`src/rtl/exmem_pkg.sv`:
```
// Shared types and default widths for the EX/MEM pipeline register.
package exmem_pkg;

  localparam int EXMEM_DATA_W     = 16;
  localparam int EXMEM_REG_ADDR_W = 3;

  typedef struct packed {
    logic wb;
    logic wmem;
    logic load;
  } exmem_ctrl_t;

  localparam exmem_ctrl_t EXMEM_CTRL_NOP = '{wb: 1'b0, wmem: 1'b0, load: 1'b0};

endpackage

```
`src/rtl/exmem_sat_counter.sv`:
```
// Saturating up-counter with asynchronous clear; sticks at all-ones.
module exmem_sat_counter #(
  parameter int W = 16
) (
  input  logic         clk,
  input  logic         rst_n,
  input  logic         inc,
  output logic [W-1:0] count
);

  always_ff @(posedge clk or negedge rst_n) begin
    if (!rst_n) begin
      count <= '0;
    end else if (inc && (count != '1)) begin
      count <= count + 1'b1;
    end
  end

endmodule

```
`src/rtl/exmem_pipe_reg.sv`:
```
// EX/MEM pipeline register with valid bit, stall/flush and forwarding outputs.
// Optional stall/flush performance counters are enabled by EXMEM_PERF_CNT_EN.
module exmem_pipe_reg
  import exmem_pkg::*;
#(
  parameter int DATA_W       = EXMEM_DATA_W,
  parameter int REG_ADDR_W   = EXMEM_REG_ADDR_W,
  parameter bit R0_HARDWIRED = 1'b1,
  parameter int CNT_W        = 16
) (
  input  logic                  clk,
  input  logic                  rst_n,
  input  logic                  stall,
  input  logic                  flush,
  input  logic                  valid_in,
  input  logic                  wb_in,
  input  logic                  wmem_in,
  input  logic                  load_in,
  input  logic [DATA_W-1:0]     result_in,
  input  logic [DATA_W-1:0]     wdmem_in,
  input  logic [REG_ADDR_W-1:0] rd_in,
  output logic                  valid_out,
  output logic                  wb_out,
  output logic                  wmem_out,
  output logic                  load_out,
  output logic [DATA_W-1:0]     result_out,
  output logic [DATA_W-1:0]     wdmem_out,
  output logic [REG_ADDR_W-1:0] rd_out,
  output logic                  fwd_en,
  output logic [REG_ADDR_W-1:0] fwd_rd,
  output logic [DATA_W-1:0]     fwd_data
`ifdef EXMEM_PERF_CNT_EN
  ,
  output logic [CNT_W-1:0]      stall_cnt,
  output logic [CNT_W-1:0]      flush_cnt
`endif
);

  if (CNT_W < 1) begin : g_bad_cnt_w
    $error("exmem_pipe_reg: CNT_W must be at least 1");
  end

  logic                  valid_q, valid_d;
  exmem_ctrl_t           ctrl_q, ctrl_d;
  logic [DATA_W-1:0]     result_q, result_d;
  logic [DATA_W-1:0]     wdmem_q, wdmem_d;
  logic [REG_ADDR_W-1:0] rd_q, rd_d;

  // NOTE: every always_comb output takes its hold value first, so no path can infer a latch.
  always_comb begin
    valid_d  = valid_q;
    ctrl_d   = ctrl_q;
    result_d = result_q;
    wdmem_d  = wdmem_q;
    rd_d     = rd_q;
    if (flush) begin
      valid_d = 1'b0;
      ctrl_d  = EXMEM_CTRL_NOP;
    end else if (!stall) begin
      valid_d     = valid_in;
      ctrl_d.wb   = wb_in   & valid_in;
      ctrl_d.wmem = wmem_in & valid_in;
      ctrl_d.load = load_in & valid_in;
      result_d    = result_in;
      wdmem_d     = wdmem_in;
      rd_d        = rd_in;
    end
  end

  // NOTE: state is updated with non-blocking assignments so every register samples pre-edge values.
  always_ff @(posedge clk or negedge rst_n) begin
    if (!rst_n) begin
      valid_q  <= 1'b0;
      ctrl_q   <= EXMEM_CTRL_NOP;
      result_q <= '0;
      wdmem_q  <= '0;
      rd_q     <= '0;
    end else begin
      valid_q  <= valid_d;
      ctrl_q   <= ctrl_d;
      result_q <= result_d;
      wdmem_q  <= wdmem_d;
      rd_q     <= rd_d;
    end
  end

  assign valid_out  = valid_q;
  assign wb_out     = ctrl_q.wb;
  assign wmem_out   = ctrl_q.wmem;
  assign load_out   = ctrl_q.load;
  assign result_out = result_q;
  assign wdmem_out  = wdmem_q;
  assign rd_out     = rd_q;

  // Load data only exists after the memory stage, so loads never forward from here.
  logic rd_is_r0;
  assign rd_is_r0 = R0_HARDWIRED && (rd_q == '0);
  assign fwd_en   = valid_q & ctrl_q.wb & ~ctrl_q.load & ~rd_is_r0;
  assign fwd_rd   = rd_q;
  assign fwd_data = result_q;

`ifdef EXMEM_PERF_CNT_EN
  exmem_sat_counter #(.W(CNT_W)) u_stall_cnt (
    .clk   (clk),
    .rst_n (rst_n),
    .inc   (stall & ~flush),
    .count (stall_cnt)
  );

  exmem_sat_counter #(.W(CNT_W)) u_flush_cnt (
    .clk   (clk),
    .rst_n (rst_n),
    .inc   (flush & valid_q),
    .count (flush_cnt)
  );
`endif

  a_bubble_ctrl_zero : assert property (
    @(posedge clk) disable iff (!rst_n) !valid_q |-> (ctrl_q == EXMEM_CTRL_NOP)
  ) else $error("control bits set on an empty stage");

endmodule

```
`config.mk`:
```
export PLATFORM = sky130hd
export DESIGN_NAME = exmem_pipe_reg
export DESIGN_NICKNAME = d
export VERILOG_FILES = /design/src/rtl/exmem_pkg.sv /design/src/rtl/exmem_sat_counter.sv /design/src/rtl/exmem_pipe_reg.sv
export SDC_FILE = /design/constraint.sdc
export NUM_CORES = 1
export LEC_CHECK = 0
export CORE_UTILIZATION = 39
export CTS_CLUSTER_SIZE = 30
export DETAILED_ROUTE_END_ITERATION = 12
export GPL_TIMING_DRIVEN = 1
export PLACE_DENSITY = 0.85
export SLEW_MARGIN = 20
export SYNTH_ARGS = -nofsm -noshare
export SYNTH_HDL_FRONTEND = slang
export SYNTH_HIERARCHICAL = 1
export SYNTH_SLANG_ARGS = --single-unit
```
`constraint.sdc`:
```
create_clock -name clk -period 1.15 [get_ports clk]
set_clock_uncertainty 0.05 [all_clocks]
set_input_delay 0.23 -clock clk [delete_from_list [all_inputs] [get_ports clk]]
set_output_delay 0.23 -clock clk [all_outputs]
set_load 0.005 [all_outputs]
```
==> impl_metrics.yaml <==
status:
  run_status: "complete, but fails checks"
  failed_checks: "setup timing"
setup_path:
  crit_family: "buffers and inverters"
  path_max_fanout: 3
  worstPathCellList: "buf_4 -> dlygate4sd2_1"
  crit_path_max_incr_delay_ns: 0.39
  setup.worst_path.class: "flip-flop to output pin"
  worstPathArrival_ns: 1.07
  critical_path.startpoint: "fwd_rd[2]$_DFFE_PN0P_"
  critPathBufInv: 2
  endpoint_kind: "output pin"
  critPathRequiredTime_ns: 0.87
  cp_slowest_cell: "sky130_fd_sc_hd__dfrtp_1"
  start_kind: "flip-flop"
  worst_r2r_startpoint: "fwd_rd[1]$_DFFE_PN0P_"
logic_synthesis:
  syn-instance-count: 112
  synth.cell_area_sq_mm: 0.00165
  yosys_register_bits: 39
  synth.largest_area_cell: "sky130_fd_sc_hd__dfrtp_1"
  syn_avg_cell_area_sq_um: 14.7
  yosysUniqueCellTypes: 12
  synth.area.mux_share_pct: 24.6
  dominant_combinational_cell_family_by_area_after_synthesis: "multiplexers"
  synthXorXnorAreaFrac_pct: 0
  top_area_cell_type_share_of_the_netlist_area_pct: 59.3
  seq_area_frac_synth_pct: 59.3
  synth_compound_gate_area_share_pct: 0.913
  ys_top_cells_by_area: "sky130_fd_sc_hd__dfrtp_1 59%, sky130_fd_sc_hd__mux2_2 23%, sky130_fd_sc_hd__buf_4 8.7%"
  yosys_warnings: 6
  synthesized_area_fraction_occupied_by_and_or_nand_nor_cells_pct: 3.80
  synth_fa_ha_area_share_pct: 0
  synth.net_count: 155
finish:
  fillCellCount: 287
  insertedDiodeCount: 0
  final_layout_size_suffix_gt1_share_pct: 57.9
  layout_commonest_cell: "sky130_fd_sc_hd__buf_2"
  post_layout_nets: 275
  syn2layout_area_growth_pct: 70.8
  post-route-cell-area_sq_mm: 0.00281
  layout.cells.most_common_list: "44 x sky130_fd_sc_hd__buf_2, 39 x sky130_fd_sc_hd__dfrtp_1, 39 x sky130_fd_sc_hd__clkdlybuf4s50_1"
  instances_no_fill: 283
drt:
  wl_um: 4420
  drtAntennaViolNets: 0
  route.detailed.vias_per_inst: 4.61
  route.vias.total: 1304
  wl_per_cell_um: 15.6
  drt-pass1-iter-count: 4
  first_iter_violations: 22
  drcViolationCount: 0
job:
  maxCapViolations: 0
clocking:
  clock_tree_from_tritoncts: "built"
  cts.sink_count: 39
  clk_path_buf_depth: 2
  clock_insertion_delay_worst_skew_ns: 0.28
  clock_transition_at_the_registers_of_the_reported_paths_ns: 0.07
  htree_num_levels: 2
  root_buffer: "sky130_fd_sc_hd__clkbuf_8"
  cts-buffers-inserted: 5
placement:
  place.detailed.instances: 251
  dp_worst_setup_slack_ns: -0.458
  routabilityCongestion: 0.681
  hpwl_um: 2970
  placed_area_sq_mm: 0.00265
  port-buffer-count: 101
global_routing:
  global_route_congestion_overflow_total: 0
  met3_usage_pct: 5.99
  via_count_of_the_first_global_routing_pass: 1327
  grt_start_max_net_pins: 40
  use_met2_pct: 40.4
  wire_length_of_the_first_global_routing_pass_um: 6460
  grt_antenna_before_repair: 0
  gr-usage-met1_pct: 20.0
  grt_usage_pct: 20.5
  grt.busiest_layer: "met2"
timing:
  report.final.hold_viol_count: 0
  setup_viol_count_final: 17
  postLayoutSetupSlackWorst_ns: -0.202
  worst_slew_margin_rel_pct: 86.6
  timing.final.crit_period_ns: 1.35
  timing.setup.tns_ns: -1.07
  tightestPinTransition_ns: 0.202
  final.hold.worst_slack_ns: 0.365
  grt_setup_unrepaired: "true"
  max_freq_ghz: 0.739
  min_period_over_period_pct: 118
  finalMaxSlewViolations: 0
power_and_ir_drop:
  power.ir.vdd_worst_mv: 0.775
  p_leak_nw: 1.32
  power.density_cell_area_mw_per_mm2: 1340
floorplan:
  fp.coreArea_sq_mm: 0.00403
  initial_core_utilization_pct: 40.8
  die-area_sq_mm: 0.00448
  floorplan.die.width_um: 67.0
  fp-row-count: 23
  die_height_um: 67.0
  ioPinCount: 102
worst_hold_path:
  worstHoldPathType: "input port to flip-flop"
  worst_hold_startpoint: "flush"
-- kinds of logic (layout without fill, tap and decap cells) --
kind of cell	after synthesis	count (layout)
mux	36	36
buf+inv	23	144
flops	39	39
simple gates	11	11
compound gates	3	3
-- cell type report --
cell class	instances	area [sq um]	area share [%]
Clock buffer	8	100	3.56
Multi-Input combinational cell	50	487	17.3
Sequential cell	39	976	34.7
Tap cell	50	62.6	2.23
Timing Repair Buffer	136	1180	42.2
-- path summary, 6_finish.rpt --
kind                                              to  slack [ns]  cells past startpoint
max                                        rd_out[2]       -0.20                      2
max reg2reg                    fwd_rd[1]$_DFFE_PN0P_        0.09                      3
max in group asynchronous    fwd_data[4]$_DFFE_PN0P_        0.48                      3
min in group asynchronous    fwd_data[6]$_DFFE_PN0P_        0.39                      3
min reg2reg                wdmem_out[14]$_DFFE_PN0P_        0.45                      1
min                             load_out$_DFFE_PN0P_        0.36                      3
-- per-stage QoR --
stage                     util, %  power [mW]
after global routing         69.8        4.00
after global placement       65.7        2.76
after CTS                    70.3        3.82
after floorplan                 -        2.09
after detailed placement     65.7        2.81
final                        69.8        3.78
-- Yosys cell counts --
library cell	count
sky130_fd_sc_hd__dfrtp_1	39
sky130_fd_sc_hd__buf_6	4
sky130_fd_sc_hd__a21oi_1	3
sky130_fd_sc_hd__nor3_1	2
sky130_fd_sc_hd__mux2_1	2
sky130_fd_sc_hd__mux2i_1	1
sky130_fd_sc_hd__mux2_2	33
sky130_fd_sc_hd__buf_4	19
sky130_fd_sc_hd__nor2_4	1
sky130_fd_sc_hd__nand2_1	4
sky130_fd_sc_hd__nand3b_1	3
sky130_fd_sc_hd__nor2_1	1
-- where the power goes --
part / total, mW / switching [mW] / internal, mW
clock: 0.979 / 0.432 / 0.547
sequential: 1.68 / 0.119 / 1.56
combinational: 1.12 / 0.364 / 0.753
-- metal layers --
| layer | part of all wire [%] | vias up | routed length [um] |
|---|---|---|---|
| met5 | 0 | - | 0 |
| met4 | 0.97 | 0 | 43 |
| met3 | 8.8 | 6 | 388 |
| met2 | 55 | 73 | 2440 |
| met1 | 35 | 621 | 1540 |
| li1 | - | 604 | - |
-- state kept, by name, indices dropped and copies added (netlist names) --
register   count
valid_out      1
fwd_data      16
load_out       1
wmem_out       1
fwd_rd         3
wb_out         1
wdmem_out     16
-- timing repair --
item	4_1_cts	5_1_grt
buffers inserted	21	4
cloned	2	0
hold buffers	1	0
pin swaps	3	1
endpoints found under the hold margin	39	0
setup endpoints to repair	94	43
gates resized for setup	253	9
-- tightest hold or removal path: stages --
cell,delay (ns)
sky130_fd_sc_hd__clkdlybuf4s15_1,0.23
sky130_fd_sc_hd__buf_4,0.15
sky130_fd_sc_hd__a21oi_1,0.04
Note: power is estimated with default switching activity, not from simulation.
